<file path="src/rtl/gpio_trace_pkg.sv">
// Shared types for the GPIO trace capture block.
//
// Contents:
//   state_e     capture FSM states (IDLE, ARM, RUN)
//   event_t     {timestamp, value} record at the default widths (24-bit ts, 4-bit value)
//   make_event  packs a timestamp and a sampled value into an event_t
//
// The top module rebuilds the same layout at its own parameterised widths.
// event_t stays here so that consumers of the default build share one record definition.
package gpio_trace_pkg;

  typedef enum logic [1:0] {
    IDLE = 2'd0,
    ARM  = 2'd1,
    RUN  = 2'd2
  } state_e;

  localparam int unsigned EVT_TS_W   = 24;
  localparam int unsigned EVT_DATA_W = 4;

  typedef struct packed {
    logic [EVT_TS_W-1:0]   ts;
    logic [EVT_DATA_W-1:0] value;
  } event_t;

  function automatic event_t make_event(input logic [EVT_TS_W-1:0]   ts,
                                        input logic [EVT_DATA_W-1:0] value);
    event_t evt;
    evt.ts    = ts;
    evt.value = value;
    return evt;
  endfunction

endpackage

</file>
<file path="src/rtl/gpio_trace_fifo.sv">
// Synchronous FIFO holding trace events.
//
// Ports:
//   clk, rst_n       clock, asynchronous active-low reset
//   clear_i          synchronous flush; wins over push and pop
//   push_i           write push_data_i if not full, or if a pop happens in the same cycle
//   pop_i            consumer ready; pops only when the FIFO is not empty
//   head_o           storage slot at the read pointer (combinational)
//   full_o, empty_o  occupancy flags
//   level_o          current number of entries
//
// The pointers carry one extra MSB, so full and empty are both distinguishable.
// DEPTH must be a power of 2 so that the pointers wrap naturally.
module gpio_trace_fifo #(
  parameter int WIDTH = 28,
  parameter int DEPTH = 16
) (
  input  logic                     clk,
  input  logic                     rst_n,
  input  logic                     clear_i,
  input  logic                     push_i,
  input  logic [WIDTH-1:0]         push_data_i,
  input  logic                     pop_i,
  output logic [WIDTH-1:0]         head_o,
  output logic                     full_o,
  output logic                     empty_o,
  output logic [$clog2(DEPTH):0]   level_o
);

  localparam int AW = $clog2(DEPTH);

  logic [AW:0]      wr_ptr_q, wr_ptr_d;
  logic [AW:0]      rd_ptr_q, rd_ptr_d;
  logic [WIDTH-1:0] mem_q [DEPTH];
  logic [WIDTH-1:0] mem_d [DEPTH];
  logic             do_push, do_pop;

  assign empty_o = (wr_ptr_q == rd_ptr_q);
  assign full_o  = (wr_ptr_q[AW] != rd_ptr_q[AW]) && (wr_ptr_q[AW-1:0] == rd_ptr_q[AW-1:0]);
  assign level_o = wr_ptr_q - rd_ptr_q;
  assign head_o  = mem_q[rd_ptr_q[AW-1:0]];

  // An empty FIFO never bypasses: a push into an empty FIFO with pop_i high is written and not popped.
  assign do_pop  = pop_i && !empty_o && !clear_i;
  assign do_push = push_i && (!full_o || do_pop) && !clear_i;

  always_comb begin
    wr_ptr_d = wr_ptr_q;
    rd_ptr_d = rd_ptr_q;
    mem_d    = mem_q;
    if (clear_i) begin
      wr_ptr_d = '0;
      rd_ptr_d = '0;
    end else begin
      if (do_push) begin
        mem_d[wr_ptr_q[AW-1:0]] = push_data_i;
        wr_ptr_d                = wr_ptr_q + 1'b1;
      end
      if (do_pop) begin
        rd_ptr_d = rd_ptr_q + 1'b1;
      end
    end
  end

  // Storage is reset too, so that the head reads as zero out of reset.
  always_ff @(posedge clk or negedge rst_n) begin
    if (!rst_n) begin
      wr_ptr_q <= '0;
      rd_ptr_q <= '0;
      for (int i = 0; i < DEPTH; i++) begin
        mem_q[i] <= '0;
      end
    end else begin
      wr_ptr_q <= wr_ptr_d;
      rd_ptr_q <= rd_ptr_d;
      mem_q    <= mem_d;
    end
  end

endmodule

</file>
<file path="src/rtl/gpio_trace_capture.sv">
// GPIO trace capture: timestamps every change of a GPIO vector into an on-chip FIFO.
// Events are read out over a valid/ready port.
//
// Ports:
//   clk, rst_n      clock, asynchronous active-low reset
//   enable_i        capture enable; a rising edge arms capture (initial event {0, value})
//   clear_i         flushes the FIFO and clears overflow_o, dropped_o and the watchdog flag
//   data_i          monitored vector; it is synchronised internally
//   evt_valid_o     FIFO head valid
//   evt_ready_i     consumer accepts the head
//   evt_data_o      {timestamp, value} at the FIFO head
//   level_o         FIFO occupancy
//   overflow_o      sticky flag: an event was dropped
//   dropped_o       saturating count of dropped events
//   wdg_timeout_o   watchdog flag
//
// Optional feature: define GPIO_TRACE_WATCHDOG_EN to build a watchdog.
// It raises wdg_timeout_o after WDG_TICKS timestamp ticks in RUN without an event.
// Without the macro, wdg_timeout_o is tied low.
module gpio_trace_capture
  import gpio_trace_pkg::*;
#(
  parameter int DATA_W   = 4,
  parameter int DEPTH    = 16,
  parameter int TS_W     = 24,
  parameter int PRESCALE = 50,
  parameter int DROP_W   = 16
`ifdef GPIO_TRACE_WATCHDOG_EN
  ,
  parameter int WDG_TICKS = 1000
`endif
) (
  input  logic                   clk,
  input  logic                   rst_n,
  input  logic                   enable_i,
  input  logic                   clear_i,
  input  logic [DATA_W-1:0]      data_i,
  output logic                   evt_valid_o,
  input  logic                   evt_ready_i,
  output logic [TS_W+DATA_W-1:0] evt_data_o,
  output logic [$clog2(DEPTH):0] level_o,
  output logic                   overflow_o,
  output logic [DROP_W-1:0]      dropped_o,
  output logic                   wdg_timeout_o
);

  localparam int PRE_W = (PRESCALE > 1) ? $clog2(PRESCALE) : 1;
  localparam logic [PRE_W-1:0] PRE_LAST = PRE_W'(PRESCALE - 1);

  typedef struct packed {
    logic [TS_W-1:0]   ts;
    logic [DATA_W-1:0] value;
  } trace_evt_t;

  state_e             state_q, state_d;
  logic [DATA_W-1:0]  sync1_q, sync2_q;
  logic [DATA_W-1:0]  prev_q, prev_d;
  logic [TS_W-1:0]    ts_q, ts_d, push_ts;
  logic [PRE_W-1:0]   pre_q, pre_d;
  logic               overflow_q, overflow_d;
  logic [DROP_W-1:0]  dropped_q, dropped_d;
  logic               push_req, tick, drop;
  logic               fifo_full, fifo_empty;
  trace_evt_t         push_evt;

  // Two-flop synchroniser; the logic below looks only at sync2_q.
  always_ff @(posedge clk or negedge rst_n) begin
    if (!rst_n) begin
      sync1_q <= '0;
      sync2_q <= '0;
    end else begin
      sync1_q <= data_i;
      sync2_q <= sync1_q;
    end
  end

  assign tick = (state_q == RUN) && (pre_q == PRE_LAST);

  // ARM forces the first log entry. RUN logs every change and advances the saturating timestamp.
  always_comb begin
    state_d  = state_q;
    prev_d   = prev_q;
    ts_d     = ts_q;
    pre_d    = pre_q;
    push_req = 1'b0;
    push_ts  = ts_q;
    case (state_q)
      IDLE: begin
        if (enable_i) state_d = ARM;
      end
      ARM: begin
        ts_d     = '0;
        pre_d    = '0;
        prev_d   = sync2_q;
        push_req = 1'b1;
        push_ts  = '0;
        state_d  = RUN;
      end
      RUN: begin
        if (tick) begin
          pre_d = '0;
          if (ts_q != '1) ts_d = ts_q + 1'b1;
        end else begin
          pre_d = pre_q + 1'b1;
        end
        if (sync2_q != prev_q) begin
          push_req = 1'b1;
          prev_d   = sync2_q;
        end
        if (!enable_i) state_d = IDLE;
      end
      default: state_d = IDLE;
    endcase
  end

  assign push_evt = '{ts: push_ts, value: sync2_q};

  // A push is dropped only when the FIFO is full and no pop frees a slot in the same cycle.
  assign drop = push_req && fifo_full && !evt_ready_i && !clear_i;

  always_comb begin
    overflow_d = overflow_q;
    dropped_d  = dropped_q;
    if (clear_i) begin
      overflow_d = 1'b0;
      dropped_d  = '0;
    end else if (drop) begin
      overflow_d = 1'b1;
      if (dropped_q != '1) dropped_d = dropped_q + 1'b1;
    end
  end

  always_ff @(posedge clk or negedge rst_n) begin
    if (!rst_n) begin
      state_q    <= IDLE;
      prev_q     <= '0;
      ts_q       <= '0;
      pre_q      <= '0;
      overflow_q <= 1'b0;
      dropped_q  <= '0;
    end else begin
      state_q    <= state_d;
      prev_q     <= prev_d;
      ts_q       <= ts_d;
      pre_q      <= pre_d;
      overflow_q <= overflow_d;
      dropped_q  <= dropped_d;
    end
  end

  gpio_trace_fifo #(
    .WIDTH(TS_W + DATA_W),
    .DEPTH(DEPTH)
  ) u_fifo (
    .clk        (clk),
    .rst_n      (rst_n),
    .clear_i    (clear_i),
    .push_i     (push_req),
    .push_data_i(push_evt),
    .pop_i      (evt_ready_i),
    .head_o     (evt_data_o),
    .full_o     (fifo_full),
    .empty_o    (fifo_empty),
    .level_o    (level_o)
  );

  assign evt_valid_o = !fifo_empty;
  assign overflow_o  = overflow_q;
  assign dropped_o   = dropped_q;

`ifdef GPIO_TRACE_WATCHDOG_EN
  localparam int WDG_W = $clog2(WDG_TICKS + 1);
  localparam logic [WDG_W-1:0] WDG_LIMIT = WDG_W'(WDG_TICKS);

  logic [WDG_W-1:0] wdg_cnt_q, wdg_cnt_d;
  logic             wdg_flag_q, wdg_flag_d;

  // Counts ticks since the last pushed or dropped event. The flag sets only on the cycle
  // the count first reaches the limit, so a clear is not immediately undone by a saturated count.
  always_comb begin
    wdg_cnt_d  = wdg_cnt_q;
    wdg_flag_d = wdg_flag_q;
    if (state_q == ARM || (state_q == RUN && push_req)) begin
      wdg_cnt_d = '0;
    end else if (tick && wdg_cnt_q != WDG_LIMIT) begin
      wdg_cnt_d = wdg_cnt_q + 1'b1;
    end
    if (clear_i) begin
      wdg_flag_d = 1'b0;
    end else if (wdg_cnt_d == WDG_LIMIT && wdg_cnt_q != WDG_LIMIT) begin
      wdg_flag_d = 1'b1;
    end
  end

  always_ff @(posedge clk or negedge rst_n) begin
    if (!rst_n) begin
      wdg_cnt_q  <= '0;
      wdg_flag_q <= 1'b0;
    end else begin
      wdg_cnt_q  <= wdg_cnt_d;
      wdg_flag_q <= wdg_flag_d;
    end
  end

  assign wdg_timeout_o = wdg_flag_q;
`else
  assign wdg_timeout_o = 1'b0;
`endif

endmodule

</file>
<file path="config.mk">
export PLATFORM = sky130hd
export DESIGN_NAME = gpio_trace_capture
export DESIGN_NICKNAME = d
export VERILOG_FILES = /design/src/rtl/gpio_trace_pkg.sv /design/src/rtl/gpio_trace_fifo.sv /design/src/rtl/gpio_trace_capture.sv
export SDC_FILE = /design/constraint.sdc
export NUM_CORES = 1
export LEC_CHECK = 0
export CORE_AREA = 2 2 297 270
export CTS_CLUSTER_DIAMETER = 120
export DETAILED_ROUTE_END_ITERATION = 16
export DIE_AREA = 0 0 299 272
export PLACE_DENSITY = 0.53
export SETUP_SLACK_MARGIN = 0.4
export SYNTH_ARGS = -nofsm -noshare
export SYNTH_HDL_FRONTEND = slang
export SYNTH_SLANG_ARGS = --single-unit
</file>
<file path="constraint.sdc">
create_clock -name clk -period 8.3 [get_ports clk]
set_clock_uncertainty 0.1 [all_clocks]
set_input_delay 1.66 -clock clk [delete_from_list [all_inputs] [get_ports clk]]
set_output_delay 1.66 -clock clk [all_outputs]
set_load 0.005 [all_outputs]
</file>
==> results.yml <==
place:
  dp_hpwl_um: 38600
  gp_congestion: 0.821
  place_area_mm2: 0.0251
  port_buffers: 59
global_routing:
  grt_pass1_vias: 15700
  grt_use_total_pct: 15.2
  global_route_met1_usage_pct: 22.5
  grt_antenna_before_repair: 6
  met3_track_usage_gr_pct: 3.34
  gr-total-overflow: 0
  grt_max_degree: 199
  top_usage_layer: "met2"
  grt_first_pass_wirelength_um: 97000
  grtUsageMet2_pct: 22.9
power_and_ir_drop:
  ir_worst_vdd_v: 0.000177
  leakagePower_nw: 11.1
  cellPowerDensity_mw_per_mm2: 230
synthesis:
  post-synth-top-area-cell: "sky130_fd_sc_hd__dfrtp_1"
  syn_inst: 2027
  post_synth_main_area_contributors: "sky130_fd_sc_hd__dfrtp_1 (56%), sky130_fd_sc_hd__mux4_2 (14%), sky130_fd_sc_hd__o21ai_0 (8.6%)"
  post_synth_num_cell_types: 58
  ys_ff_latch: 519
  synth_ff_type: "sky130_fd_sc_hd__dfrtp_1"
  synth.net_count: 2054
  ys_seq_area_share_pct: 55.7
  synthesis.area_mm2: 0.0233
  synth_async_sr_flop_share_pct: 100
  synth_edf_count: 0
  yosys.area.top_type_share_pct: 55.7
  synth-warning-count: 0
  average_cell_area_after_synthesis_um2: 11.5
  most_common_cell_in_the_netlist: "sky130_fd_sc_hd__dfrtp_1"
  synth.cells.most_frequent: "sky130_fd_sc_hd__dfrtp_1 (519), sky130_fd_sc_hd__nand2_1 (413), sky130_fd_sc_hd__o21ai_0 (402)"
drt:
  drt-wirelength-per-cell_um: 19.7
  antenna_left: 0
  dr.pass1.iters: 5
  viasPerCell: 5.08
  drc_errors: 0
  finalWirelength_um: 61100
  drt_iter0_markers: 1238
  via_count: 15800
cells_and_area:
  fin_area_mm2: 0.0270
  area_of_the_multi_input_gates_mm2: 0.00982
  finish.net_count: 2030
  synthToLayoutAreaGrowth_pct: 15.8
  num-fill-cells: 7755
  layout.area.seq_mm2: 0.0130
  antenna-diode-count: 0
  post_route_cells_drive_above_1_share_pct: 17.6
sta:
  post-route-period-util_pct: 67.8
  setup_repair_after_global_routing_missed_its_margin: "no"
  finalSetupTns_ps: 0
  final.min_clock_period_ps: 5630
  worst-slew-pin-transition_ps: 1100
  timing_hold_violations_final: 0
  finalMaxSlewViolations: 0
  final_setup_violation_count: 0
  relSlewSlack_pct: 26.5
  fmax_ghz: 0.178
min_path:
  holdCritStartpoint: "sync1_q[1]$_DFF_PN0_"
  timing.hold.worst.class: "register to register"
  min_to: "sync2_q[1]$_DFF_PN0_"
  hold-path-cell-count: 0
clock_tree:
  clock_insertion_delay_worst_skew_ps: 620
  cts_htree_levels: 2
  count_of_instances_resized_after_the_clock_tree_is_built: 0
  clock_buffers_created_by_tritoncts: 56
  numClockSinks: 519
  cts-root-buf: "sky130_fd_sc_hd__clkbuf_16"
  cts-hold-fix-buffers: 0
  number_of_buffers_on_the_longest_clock_path: 3
  cts_setup_buffers: 0
  clk_pin_slew_worst_paths_ps: 60
  tritoncts_clock_tree: "built"
worst_setup_path:
  worstPathCellList: "buf_4, mux4_2, mux4_2, clkdlybuf4s50_1"
  timing.critical_path.buf_inv: 2
  timing.critical_path.fanout_max: 44
  critPathMostFrequentCell: "sky130_fd_sc_hd__mux4_2"
  critPathArrivalTime_ps: 3870
  max_stage_delay_ps: 1020
  endpoint_kind: "output port"
  timing.setup.critical_path_class: "register to output port"
  r2r_cells: 7
  r2r_setup_slack_ps: 4340
  cpLargestDelayFamily: "multiplexers"
  worst_ep_required_time_ps: 6540
  source_of_the_worst_register_to_register_timing_path: "u_fifo.rd_ptr_q[2]$_DFFE_PN0P_"
  worst_setup_path_start_kind: "register"
  worst_path_max_delay_cell: "sky130_fd_sc_hd__dfrtp_4"
  regToRegEndpoint: "u_fifo.mem_q[420]$_DFFE_PN0P_"
floorplan:
  fp.coreArea_mm2: 0.0785
  design.portCount: 61
  initial_core_utilization_pct: 29.7
  fp-row-count: 98
  die_height_um: 272
  fp.dieArea_mm2: 0.0813
  chipWidth_um: 299
job:
  maxCapViolations: 0
status:
  status: "finished clean"
[worst reg2reg max path, delay by kind of cell (launching register included)]
family / cells / cell delay [ps]
flops: 1 / 1030
compound gates: 2 / 920
buf+inv: 2 / 770
fa+ha+maj: 1 / 430
mux: 1 / 430
simple gates: 1 / 200
[cells by family after synthesis]
family | Yosys count | synth area share [%]
other | 1 | 0.0161
AOI/OAI and AO/OA | 490 | 11.4
DFF | 519 | 55.7
muxes | 216 | 17.2
and+or+nand+nor | 567 | 10.5
adders and majority gates | 18 | 0.999
xor gates and xnor gates | 23 | 0.897
buffers and inverters | 193 | 3.27
[state kept, by name (all words and copies together), names as in the netlist]
name	cells
sync1_q	4
ts_q	24
pre_q	6
u_fifo.rd_ptr_q	5
u_fifo.wr_ptr_q	5
state_q	2
u_fifo.mem_q	448
dropped_o	16
overflow_o	1
sync2_q	4
prev_q	4
[placed cells by master (no fill, tap or decap), types with 9 or more instances in the layout]
master	instances
sky130_fd_sc_hd__a21oi_1	29
sky130_fd_sc_hd__buf_4	27
sky130_fd_sc_hd__clkbuf_1	13
sky130_fd_sc_hd__clkbuf_16	56
sky130_fd_sc_hd__clkbuf_8	10
sky130_fd_sc_hd__clkdlybuf4s50_1	58
sky130_fd_sc_hd__clkinv_2	11
sky130_fd_sc_hd__dfrtp_1	516
sky130_fd_sc_hd__ha_1	16
sky130_fd_sc_hd__inv_1	21
sky130_fd_sc_hd__mux2_2	69
sky130_fd_sc_hd__mux4_2	140
sky130_fd_sc_hd__nand2_1	413
sky130_fd_sc_hd__nand2b_1	30
sky130_fd_sc_hd__nand3_1	17
sky130_fd_sc_hd__nand4_1	16
sky130_fd_sc_hd__nor2_1	34
sky130_fd_sc_hd__o2111ai_4	16
sky130_fd_sc_hd__o21ai_0	402
sky130_fd_sc_hd__o31ai_1	9
sky130_fd_sc_hd__or3_1	13
sky130_fd_sc_hd__or4_1	9
sky130_fd_sc_hd__xnor2_1	18
[final cells by class]
type	instances	area share [%]
flip-flops and latches	519	48.1
clock inverters	24	1.24
multi-input cells	1315	36.4
well taps	1050	4.87
clock buffers	79	5.88
repair buffers	89	3.18
inverters	22	0.306
[stage by stage]
| stage | worst slack [ps] | hold WS (ps) | power, mW | util (%) | std cells |
|---|---|---|---|---|---|
| 2_1_floorplan | 4300 | 231 | 3.29 | - | 2027 |
| 3_3_place_gp | 3240 | 235 | 3.67 | 31.9 | 2995 |
| 3_5_place_dp | 3220 | 235 | 3.69 | 31.9 | 2995 |
| 4_1_cts | 2530 | 247 | 6.30 | 34.4 | 3098 |
| 5_1_grt | 2390 | 264 | 6.49 | 34.4 | 3098 |
| 6_report | 2670 | 246 | 6.20 | 34.4 | 3098 |
[per-layer routing]
metal	vias to the layer above	share of wire [%]	routed length (um)
met2	422	44	27100
met3	76	6.2	3810
met4	0	1.5	936
met1	8103	48	29300
li1	7150	-	-
met5	-	0	0
[worst max-delay path by stage]
stage	slack [ps]	cells past startpoint	to	from
after floorplan	4300	5	evt_data_o[10]	u_fifo.rd_ptr_q[0]$_DFFE_PN0P_
after global placement	3240	4	evt_data_o[20]	u_fifo.rd_ptr_q[0]$_DFFE_PN0P_
after detailed placement	3220	4	evt_data_o[20]	u_fifo.rd_ptr_q[0]$_DFFE_PN0P_
after CTS	2530	4	evt_data_o[20]	u_fifo.rd_ptr_q[0]$_DFFE_PN0P_
after global routing	2390	4	evt_data_o[20]	u_fifo.rd_ptr_q[0]$_DFFE_PN0P_
final	2670	4	evt_data_o[20]	u_fifo.rd_ptr_q[0]$_DFFE_PN0P_
[power breakdown]
group          switching (mW)  internal [mW]
clock                    1.07           1.52
sequential             0.0928           2.58
combinational           0.561          0.373
Note: power is estimated with default switching activity, not from simulation.
